--- src/rtl/osd_him_pkg.sv ---
// osd_him_pkg
// Shared definitions for the host interface (ingress and egress paths):
// size-field width, maximum packet length, GLIP byte order and the egress
// FSM state type.
package osd_him_pkg;

  localparam int HIM_MAX_PKT_LEN = 32;
  localparam int HIM_SIZE_W      = 5;

  typedef enum logic [1:0] {
    FILL = 2'd0,
    SIZE = 2'd1,
    DATA = 2'd2
  } him_egress_state_t;

  // GLIP words carry the high DII byte in the low GLIP byte and vice versa.
  function automatic logic [15:0] him_byteswap(input logic [15:0] w);
    return {w[7:0], w[15:8]};
  endfunction

endpackage

--- src/rtl/osd_him_egress_buf.sv ---
// osd_him_egress_buf
// Packet buffer: DEPTH x 16 register array, synchronous write, combinational
// read so the egress FSM can stream words without bubbles.
// Ports:
//   clk    - clock
//   we     - write enable
//   waddr  - write address
//   wdata  - write data
//   raddr  - read address
//   rdata  - read data (combinational from raddr)
module osd_him_egress_buf
  import osd_him_pkg::*;
#(
  parameter int DEPTH = HIM_MAX_PKT_LEN
) (
  input  logic                  clk,
  input  logic                  we,
  input  logic [HIM_SIZE_W-1:0] waddr,
  input  logic [15:0]           wdata,
  input  logic [HIM_SIZE_W-1:0] raddr,
  output logic [15:0]           rdata
);

  logic [15:0] mem [DEPTH];

  // Payload storage needs no reset: reads are only issued for entries
  // written by the current packet.
  always_ff @(posedge clk) begin
    if (we) begin
      mem[waddr] <= wdata;
    end
  end

  assign rdata = mem[raddr];

endmodule

--- src/rtl/osd_him_egress.sv ---
// osd_him_egress
// Egress half of the host interface. Buffers a complete DII packet, then
// emits a size word (flit count - 1) followed by the payload on the 16-bit
// GLIP stream, every word byte-swapped. Packets longer than BUF_SIZE are
// truncated; the excess is consumed and dropped and a sticky overflow flag
// is raised.
// Optional feature macro: OSD_HIM_EGRESS_STATS_EN adds the pkt_count port
// (16-bit wrapping count of packets fully emitted).
// Ports:
//   clk, rst                      - clock, synchronous active-high reset
//   dii_in_data/last/valid/ready  - DII packet input
//   glip_out_data/valid/ready     - GLIP word output toward host
//   overflow                      - sticky: a packet exceeded BUF_SIZE
//   pkt_count                     - packets emitted (stats build only)
module osd_him_egress
  import osd_him_pkg::*;
#(
  parameter int BUF_SIZE = 32
) (
  input  logic        clk,
  input  logic        rst,
  input  logic [15:0] dii_in_data,
  input  logic        dii_in_last,
  input  logic        dii_in_valid,
  output logic        dii_in_ready,
  output logic [15:0] glip_out_data,
  output logic        glip_out_valid,
  input  logic        glip_out_ready,
  output logic        overflow
`ifdef OSD_HIM_EGRESS_STATS_EN
  ,
  output logic [15:0] pkt_count
`endif
);

  // state | meaning
  // FILL  | accepting DII flits into the buffer until last
  // SIZE  | presenting the size word on GLIP
  // DATA  | streaming buffered payload words on GLIP

  localparam int CNT_W = HIM_SIZE_W + 1;
  localparam logic [CNT_W-1:0] BUF_LIM = CNT_W'(BUF_SIZE);

  him_egress_state_t     state_q, state_d;
  logic [CNT_W-1:0]      wr_cnt_q, wr_cnt_d;
  logic [HIM_SIZE_W-1:0] rd_ptr_q, rd_ptr_d;
  logic [HIM_SIZE_W-1:0] last_idx_q, last_idx_d;  // len - 1
  logic                  overflow_d;
  logic                  buf_we;
  logic [15:0]           buf_rdata;
`ifdef OSD_HIM_EGRESS_STATS_EN
  logic                  pkt_done;
`endif

  osd_him_egress_buf #(
    .DEPTH (BUF_SIZE)
  ) u_buf (
    .clk   (clk),
    .we    (buf_we),
    .waddr (wr_cnt_q[HIM_SIZE_W-1:0]),
    .wdata (dii_in_data),
    .raddr (rd_ptr_q),
    .rdata (buf_rdata)
  );

  always_ff @(posedge clk) begin
    if (rst) begin
      state_q    <= FILL;
      wr_cnt_q   <= '0;
      rd_ptr_q   <= '0;
      last_idx_q <= '0;
      overflow   <= 1'b0;
    end else begin
      state_q    <= state_d;
      wr_cnt_q   <= wr_cnt_d;
      rd_ptr_q   <= rd_ptr_d;
      last_idx_q <= last_idx_d;
      overflow   <= overflow_d;
    end
  end

  always_comb begin
    state_d        = state_q;
    wr_cnt_d       = wr_cnt_q;
    rd_ptr_d       = rd_ptr_q;
    last_idx_d     = last_idx_q;
    overflow_d     = overflow;
    buf_we         = 1'b0;
    dii_in_ready   = 1'b0;
    glip_out_valid = 1'b0;
    glip_out_data  = '0;
`ifdef OSD_HIM_EGRESS_STATS_EN
    pkt_done       = 1'b0;
`endif
    case (state_q)
      FILL: begin
        dii_in_ready = 1'b1;
        if (dii_in_valid) begin
          if (wr_cnt_q < BUF_LIM) begin
            buf_we   = 1'b1;
            wr_cnt_d = wr_cnt_q + CNT_W'(1);
          end else begin
            overflow_d = 1'b1;
          end
          // wr_cnt_d already includes this flit when it was stored, so a
          // truncated packet latches BUF_SIZE-1.
          if (dii_in_last) begin
            last_idx_d = HIM_SIZE_W'(wr_cnt_d - CNT_W'(1));
            state_d    = SIZE;
          end
        end
      end
      SIZE: begin
        glip_out_valid = 1'b1;
        glip_out_data  = him_byteswap({{(16-HIM_SIZE_W){1'b0}}, last_idx_q});
        if (glip_out_ready) begin
          rd_ptr_d = '0;
          state_d  = DATA;
        end
      end
      DATA: begin
        glip_out_valid = 1'b1;
        glip_out_data  = him_byteswap(buf_rdata);
        if (glip_out_ready) begin
          if (rd_ptr_q == last_idx_q) begin
            wr_cnt_d = '0;
            state_d  = FILL;
`ifdef OSD_HIM_EGRESS_STATS_EN
            pkt_done = 1'b1;
`endif
          end else begin
            rd_ptr_d = rd_ptr_q + HIM_SIZE_W'(1);
          end
        end
      end
      default: begin
        state_d = FILL;
      end
    endcase
  end

`ifdef OSD_HIM_EGRESS_STATS_EN
  always_ff @(posedge clk) begin
    if (rst) begin
      pkt_count <= '0;
    end else if (pkt_done) begin
      pkt_count <= pkt_count + 16'd1;
    end
  end
`endif

endmodule

--- config.mk ---
export PLATFORM = sky130hd
export DESIGN_NAME = osd_him_egress
export DESIGN_NICKNAME = d
export VERILOG_FILES = /design/src/rtl/osd_him_pkg.sv /design/src/rtl/osd_him_egress_buf.sv /design/src/rtl/osd_him_egress.sv
export SDC_FILE = /design/constraint.sdc
export NUM_CORES = 1
export LEC_CHECK = 0
export BUFFER_PORTS_ARGS = -buffer_cell sky130_fd_sc_hd__buf_2
export CAP_MARGIN = 15
export CORE_MARGIN = 5
export CORE_UTILIZATION = 45
export DETAILED_ROUTE_END_ITERATION = 10
export GPL_TIMING_DRIVEN = 0
export PLACE_DENSITY_LB_ADDON = 0.15
export SLEW_MARGIN = 10
export SYNTH_ARGS = -nofsm -noshare
export SYNTH_HDL_FRONTEND = slang
export SYNTH_SLANG_ARGS = --single-unit
--- constraint.sdc ---
create_clock -name clk -period 4.9 [get_ports clk]
set_clock_uncertainty 0.15 [all_clocks]
set_input_delay 0.245 -clock clk [delete_from_list [all_inputs] [get_ports clk]]
set_output_delay 0.245 -clock clk [all_outputs]
set_load 0.05 [all_outputs]
* Word level (Yosys, flattened, before mapping) *
Memories as Yosys holds them, arrays and structs flattened. A register that Yosys moved wholly into a read port is not among the register bits.
Cells that the tools add are included.

storage, ports and cells
  RAM bits = 512
  memories kept = 1
  flip-flop bits (word level) = 19

operators by class
  equal/unequal tests = 9
  add/subtract/negate cells = 3
  mux-type cells = 27
  magnitude comparators = 1
  reduce and logical (&&, ||, !) cells = 9
  bitwise logic cells = 1

memory list
  name       depth  bits a word  read ports  clocked after Yosys merged registers in  write ports  RTL line                  RTL
  u_buf.mem  32     16           1           1                                        1            osd_him_egress_buf.sv:24  logic [15:0] mem [DEPTH];

operators by type and width
  cell                                               count
  two-way mux 6 bit                                  6
  one-hot mux 16 bit (2 select lines)                1
  two-way mux 5 bit                                  5
  inequality test 2 bit (second input constant)      6
  one-hot mux 6 bit (2 select lines)                 1
  two-way mux 2 bit                                  5
  one-hot mux 5 bit (2 select lines)                 1
  AND reduction 4 bit                                2
  two-way mux 1 bit                                  7
  adder 6 x 1 -> 6 bit (second input constant)       1
  < comparator 6 bit (second input constant)         1
  one-hot mux 2 bit (3 select lines)                 1
  AND reduction 3 bit                                2
  adder 5 x 1 -> 5 bit (second input constant)       1
  == test 5 bit                                      1
  AND reduction 5 bit                                1
  subtractor 5 x 1 -> 5 bit (second input constant)  1
  nonzero test 2 bit                                 2
  == test 2 x 1 -> 1 bit (second input constant)     1
  == test 2 bit (second input constant)              1
  zero test 2 bit                                    1
  OR reduction 2 bit                                 1
  NOT 1 bit                                          1

* Depth between registers and ports, before layout *
Gate-level depths: netlist (run 1).

  depth after elaboration = 6
  mapped depth = 10

* By module *
A second synthesis (run 1) with hierarchy kept.

second synthesis, totals
  cell total of the unflattened synthesis = 1284
  area, all modules = 21479.4 µm²

by module, submodules not included
  module              area an instance (µm²)  seq. area each (µm²)  cells each  times used
  osd_him_egress_buf  20215.6                 15374.7               1127        1
  osd_him_egress      1263.7                  380.4                 157         1

* Worst setup path before layout (run 1) *
No wires, ideal clock.

  kind = register to output
  start point = reg state_q[0]
  end point = out glip_out_data[0]
  buffers on the path = 1
  stages on the path, launching flop included = 8
  setup slack = 1591 ps
  arrival = 2914 ps
  path through = dfxtp_1 inv_1 ha_1 inv_1 nor2_1 clkbuf_1 o221ai_1 a211oi_1

on the way
  longest elaborated chain between the ends = 2
  elaborated cells between the ends (all ways) = 3

RTL lines
  what                                                            RTL line              RTL
  from (decl)                                                     osd_him_egress.sv:44  him_egress_state_t state_q, state_d;
  from (signal assigned)                                          osd_him_egress.sv:74  state_q <= state_d;
  == test 2 bit / == test 2 x 1 -> 1 bit (equally long branches)  osd_him_egress.sv:95  case (state_q)
  one-hot mux 16 bit (2 select lines) (*)                         osd_him_egress.sv:95
  to (decl)                                                       osd_him_egress.sv:26  output logic [15:0] glip_out_data,

Mark *: on every way between the ends. The rest lies on a longest branch, timed or not.

==> metrics.md, run 1 <==
| Metric | Value |
|---|---|
| CTS H-tree lvls | 2 |
| Final Hold Viols | 0 |
| Hold buffers post-CTS | 6 |
| First-pass detailed-route iteration total | 5 |
| Die Ht | 227 µm |
| Nets | 1213 |
| Worst Hold End | u_buf.mem[29][3] |
| Clk_lat worst skew | 0.59 ns |
| Post-CTS setup buffer count | 0 |
| Sum Neg Setup Slack | 0 ns |
| Crit. End Element | primary output |
| Worst path max stage delay | roughly 0.76 ns |
| Largest net degree at the start of global routing | 33 |
| Worst Hold Depth | 1 |
| Top FF cell, synth | edfxtp_1 |
| Setup repair after global routing missed its margin | no |
| Initial DRC Count | 1007 |
| Post-CTS resize count | 0 |
| Vias per cell | 5.85 |
| Row cnt | between 70 and 80 |
| Layout area overhead | 16.0% |
| Layout cells sized above 1 | 29.2% |
| Placer Congestion | between 0.8 and 0.9 |
| Async S/R FF share, synth | 0% |
| Final setup violation count | 0 |
| Worst R2R End | u_buf.mem[6][12] |
| Initial core utilization | 45.4% |
| Worst reg2reg startpoint | state_q[1] |
| Chip Width | 227 µm |
| Syn Area/Cell | 20.1 µm² |
| Lkg Pwr | about 7.5 nW |
| Post-Syn Area | 21100 µm² |
| Post-Syn Instances | 1052 |
| CTS sink cnt | 536 |
| VDD IR max | 0.281 mV |
| Setup WS pre-CTS | approximately 1.3 ns |
| Diode count | 0 |
| Gr ovfl total | 0 |
| CP Max Fanout | 10 |
| Root buffer cell | clkbuf_16 |
| CP Launch Type | flip-flop |
| FF+latch count, synth | about 540 |
| Final min period | 4.15 ns |
| Req. time, crit path | around 4.5 ns |
| Clock buffer depth | 3 |
| Vias post-DR | 10.7k |
| Clk pin slew, worst setup/hold paths | roughly 0.060 ns |
| Synth Warn # | 0 |
| Hold crit path type | in -> reg |
| Register area share after synthesis | about three quarters |
| Crit Path Category | reg -> out |
| Antenna violations before repair | 1 |
| Port bufs | 39 |
| CTS buffer count | 55 |
| Dpl hpwl | 34700 µm |
| Post-Syn Nets | 1083 |
| Fin crit share | 84.6% |
| All-layer global routing usage | 21.0% |
| DR WL/cell | 28.9 µm |
| Crit path DAT | 3.75 ns |
| Die area | about 51000 µm² |
| EDFF count, synth | 512 |
| Worst slew margin | 19.1% |
| Yosys cell types | 44 |
| Setup WS post-layout | 0.754 ns |
| Vias in the first global route | 10.9k |
| Core Area | 46500 µm² |
| # IOs | 40 |
| Fin. max-slew vios | 0 |
| First-pass GRT wire length | around 77000 µm |
| Remaining antenna violation count | 0 |
| Drc violations | 0 |
| Post-Route Utilization | 52.7% |
| Worst Min Path Start | dii_in_data[3] |
| FMAX | between 200 and 250 MHz |
| Maxcap violations | 0 |
| Status | finished, final reports clean |
| Critical path cell sequence | buf_2 -> clkbuf_1 -> nor2_1 -> a221oi_1 -> o21ai_0 -> a221oi_1 -> buf_2 |
| Worst r2r path cells | 8 |
| Final WL | 53000 µm |
| Least-Margin Pin Slew | 1.21 ns |
| CTS tree | done |
| Slowest-stage cell, CP | clkbuf_1 |
| PwrDens | ~410 nW/µm² |
| FF-to-FF setup slack | 1.88 ns |
-- synth_stat cells, drive strengths merged (5+ instances only) --
| cell type | instances | area, µm² |
|---|---|---|
| nor2b | 12 | 75.1 |
| clkbuf | 28 | 105 |
| a221oi | 9 | 78.8 |
| mux2 | 24 | 270 |
| mux2i | 38 | 380 |
| xor2 | 8 | 70.1 |
| edfxtp | 512 | 15400 |
| a211oi | 26 | 195 |
| nor2 | 51 | 191 |
| nand3b | 5 | 37.5 |
| o221ai | 10 | 87.6 |
| or3 | 5 | 31.3 |
| o22ai | 5 | 31.3 |
| nand2b | 9 | 56.3 |
| a21oi | 10 | 50.1 |
| mux4 | 116 | 2610 |
| buf | 29 | 193 |
| ha | 10 | 125 |
| dfxtp | 24 | 480 |
| inv | 7 | 26.3 |
| nand3 | 12 | 60.1 |
| nand2 | 34 | 128 |
| o21ai | 25 | 125 |
| nor3 | 7 | 35.0 |
-- how the worst max path moves through the flow --
stage / endpoint / from / slack, ns
finish: glip_out_data[12] / flip-flop / 0.75
global route: glip_out_data[9] / flip-flop / 0.61
detailed placement: glip_out_data[9] / flip-flop / 1.35
floorplan: glip_out_data[0] / state_q[0] / 1.59
CTS: glip_out_data[9] / flip-flop / 0.70
global placement: u_buf.mem[25][15] / state_q[1] / 1.04
-- cell type report --
type | instances | area [µm²]
Tap cell | 607 | 759
Clock buffer | 63 | 1410
Clock inverter | 40 | 418
Inverter | 7 | 26.3
Sequential cell | 536 | 15900
Buffer | 57 | 298
Timing Repair Buffer | 73 | 701
Fill cell | 3693 | 22000
Multi-Input combinational cell | 452 | 5030
-- through the flow --
step           hold WS (ns)  std cells  instance area [µm²]  total power, mW
6_report             0.0303       1835                24500             10.1
5_1_grt              0.0289       1835                24500             10.4
4_1_cts             0.00471       1835                24500             10.2
3_5_place_dp          0.326       1726                22600             5.95
3_3_place_gp          0.297       1698                22100             5.90
2_1_floorplan         0.194       1052                21100             5.66
-- state kept, by name, indices dropped and copies added (netlist names), named ones only --
register,count
last_idx_q,5
u_buf.mem,512
state_q,2
wr_cnt_q,6
overflow,1
rd_ptr_q,5
-- cell families after synthesis --
group           count (synthesis)  share of synthesized area [%]
flops                         536                           75.1
buf+inv                        64                           1.54
fa+ha+maj                      10                          0.593
xor+xnor                       11                          0.456
simple gates                  145                           3.25
compound gates                108                           3.59
mux                           178                           15.5
-- worst max-delay path: cells and delay by family (launching register included) --
family / cells / cell delay (ns)
AOI/OAI and AO/OA: 3 / 1.12
buffers and inverters: 3 / 1.32
DFF: 1 / 0.31
and+or+nand+nor: 1 / 0.40
-- report_power, final --
part	total [mW]	switching [mW]	internal, mW
clock network	4.23	1.74	2.48
registers	5.15	0.0343	5.11
logic	0.705	0.471	0.234
total	10.1	2.25	7.83
-- per-layer routing --
metal  global-route usage, %  share of wire (%)  wire (µm)
met1                    29.0                 41      21900
met2                    34.1                 49      26000
met3                    4.97                7.3       3890
met4                    5.53                2.3       1240
met5                       0                  0          0
-- cell usage in the layout, fill, tap and decap left out, types with 14 or more instances in the layout --
cell type and instances:
a211oi_1 26, buf_2 55, buf_8 26, clkbuf_1 36, clkbuf_16 55, clkinv_2 14
dfxtp_1 24, edfxtp_1 512, mux2_2 24, mux2i_1 38, mux4_2 116, nand2_1 34
nor2_1 19, nor2_2 28, o21ai_0 25
(Power assumes the default switching activity.)
==> run 2: changes to the inputs <==
clock period = 3.9 ns   (was 4.9 ns; I/O delays follow)
==> run 2 against run 1 <==
Compared with the run above: utilization grew 0.21 points; register-to-register slack lost 0.99 ns; sequential share of layout area shrank 0.25 points; non-clock buffer count grew 7; wire length is essentially flat; via count grew 0.13%; critical path type unchanged; final area grew 0.39%; power grew 26%.
==> metrics.md, run 2 (synthesized netlist as in run 1, its figures left out) <==
| Metric | Value |
|---|---|
| Final min period | 3.80 ns |
| Diode count | 0 (unchanged) |
| Vias in the first global route | 11.0k (+0.27%) |
| Final Hold Viols | 0 (unchanged) |
| Most frequent cells in the layout | edfxtp_1, mux4_2, clkbuf_16 |
| Fin. max-slew vios | 0 (unchanged) |
| Critical path cell sequence | buf_2 -> clkbuf_1 -> mux4_2 -> mux2_2 -> o221ai_1 -> a211oi_1 -> buf_2 |
| Antenna violations before repair | 1 (unchanged) |
| Initial DRC Count | 1032 (+2.5%) |
| Chip Width | 227 µm (unchanged) |
| Hold crit path type | in -> reg |
| Status | finished, final reports clean |
| Met1 wire length | 21800 µm (-0.19%) |
| Gr ovfl total | 0 (unchanged) |
| Crit. End Element | primary output |
| Layout area overhead | 16.5% |
| Vias per cell | 5.83 (-0.25%) |
| Dpl hpwl | 34700 µm (unchanged) |
| Commonest non-fill, non-tap cell in the layout | edfxtp_1 |
| Sum Neg Setup Slack | 0 ns (unchanged) |
| Final setup violation count | 0 (unchanged) |
| CP Max Fanout | 10 (unchanged) |
| Fin crit share | 97.5% |
| Drc violations | 0 (unchanged) |
| Worst Hold Depth | 1 (unchanged) |
| Cell family with most CP delay | buffers and inverters |
| Worst R2R End | u_buf.mem[6][12] |
| Worst Min Path Start | dii_in_data[0] |
| Layout cells sized above 1 | 29.3% (+0.077 points) |
| FMAX | ~260 MHz |
| Clk_lat worst skew | 0.60 ns (about the same) |
| Crit path DAT | 3.46 ns (-0.29 ns) |
| CP Launch Type | flip-flop |
| Worst Hold End | u_buf.mem[30][0] |
| Crit Path Category | reg -> out |
| CTS buffer count | 55 (unchanged) |
| Placer Congestion | 0.842 (unchanged) |
| DR WL/cell | 28.8 µm (-0.28%) |
| VDD IR max | 0.353 mV (+25%) |
| Largest register FFs | 512 (unchanged) |
| Int Pwr | 9.84 mW (+26%) |
| Worst slew margin | 41.5% (+22 points) |
| Psw | 2.83 mW (+26%) |
| Port bufs | 39 (unchanged) |
| Inst Count DP | 1726 (unchanged) |
| Critical path buffers and inverters | 3 (unchanged) |
| DR WL met2 | 26200 µm (+0.62%) |
| Met3 routed WL | 3900 µm (+0.15%) |
| Most used cell, CP | buf_2 |
| DR top layer | met4 |
| Setup repair after global routing missed its margin | no |
| Final WL | 53100 µm (about the same) |
| Clk pin slew, worst setup/hold paths | 0.06 ns (about the same) |
| # IOs | 40 (unchanged) |
| FF-to-FF setup slack | 0.89 ns (-0.99 ns) |
| Die Ht | 227 µm (unchanged) |
| Req. time, crit path | 3.56 ns (-0.95 ns) |
| Largest regs | u_buf.mem: 512 flops, wr_cnt_q: 6 flops |
| All-layer global routing usage | 21.0% (about the same) |
| Worst r2r path cells | 8 (unchanged) |
| Lkg Pwr | 7.58 nW (+0.55%) |
| Root buffer cell | clkbuf_16 |
| Worst reg2reg startpoint | state_q[1] |
| Row cnt | 79 (unchanged) |
| Clock Power Share | 41.9% (about the same) |
| Nets | 1220 (+0.58%) |
| Comb pwr share | 7.1% (about the same) |
| Largest register by flop count | u_buf.mem |
| Die area | 51300 µm² (unchanged) |
| Clock buffer depth | 3 (unchanged) |
| Least-Margin Pin Slew | 0.878 ns (-0.336 ns) |
| Vias post-DR | 10.7k (+0.13%) |
| Sequential share of power | 51.0% (about the same) |
| CTS H-tree lvls | 2 (unchanged) |
| PwrDens | 515 nW/µm² (+25%) |
| CTS tree | done |
| CTS sink cnt | 536 (unchanged) |
| First-pass detailed-route iteration total | 5 (unchanged) |
| Core Area | 46500 µm² (unchanged) |
| Remaining antenna violation count | 0 (unchanged) |
| First-pass GRT wire length | 76800 µm (+0.18%) |
| Initial core utilization | 45.4% (unchanged) |
| Slowest-stage cell, CP | clkbuf_1 |
| Post-route insts no fill | 1842 (+0.38%) |
| Sw Share | 22.3% (about the same) |
| Worst path max stage delay | 0.66 ns (-0.10 ns) |
| Largest net degree at the start of global routing | 33 (unchanged) |
| Maxcap violations | 0 (unchanged) |
## run 2: cell types whose count changed in the layout (fill, tap and decap cells not counted)
cell	before	now
nand2b_2	0	1
nand2b_1	9	8
clkbuf_2	0	3
clkbuf_4	0	1
clkbuf_1	36	31
buf_2	55	53
dlygate4sd3_1	6	15
clkdlybuf4s15_1	0	1
## run 2: final cells by class
| cell class | instances | area (µm²) |
|---|---|---|
| Clock buffer | 63 | 1410 |
| Fill cell | 3692 | 21900 |
| Clock inverter | 40 | 418 |
| Multi-Input combinational cell | 452 | 5030 |
| Sequential cell | 536 | 15900 |
| Inverter | 7 | 26.3 |
| Buffer | 55 | 302 |
| Timing Repair Buffer | 82 | 791 |
| Tap cell | 607 | 759 |
## run 2: how the worst max path moves through the flow
stage                    start                 to  slack [ns]  cells past startpoint
floorplan           state_q[0]   glip_out_data[0]        0.64                      7
global route         flip-flop   glip_out_data[7]        0.02                      7
global placement    state_q[1]  u_buf.mem[25][15]        0.04                      7
finish               flip-flop   glip_out_data[2]         0.1                      7
detailed placement   flip-flop   glip_out_data[9]        0.40                      7
CTS                  flip-flop   glip_out_data[2]        0.02                      8
## run 2: power by group through the flow
stage	Combinational [mW]	Clock (mW)	Sequential, mW
6_report	0.894	5.31	6.46
3_3_place_gp	0.831	0	6.59
4_1_cts	0.904	5.41	6.47
3_5_place_dp	0.886	0	6.59
5_1_grt	0.968	5.69	6.47
2_1_floorplan	0.538	0	6.57
## run 2: what timing repair did
item | 4_1_cts | 5_1_grt
endpoints found under the setup margin | 10 | 10
gates resized for setup | 3 | 4
endpoints found under the hold margin | 262 | 0
setup buffers | 0 | 0
hold buffers | 15 | 0
## run 2: stage by stage
step	setup slack (ns)	hold WS, ns	total power [mW]	util, %	area, µm²
after global routing	0.0246	0.0175	13.1	52.9	24600
after floorplan	0.641	0.144	7.11	-	21100
after detailed placement	0.398	0.326	7.47	48.7	22600
after CTS	0.0159	0.00467	12.8	52.9	24600
after global placement	0.0362	0.297	7.42	47.5	22100
final	0.0981	0.0135	12.7	52.9	24600
## run 2: routing by layer
layer	up-vias	GRT usage (%)
met3	77	4.95
met1	5675	29.0
met5	-	0
li1	4626	-
met2	368	34.3
met4	0	5.34
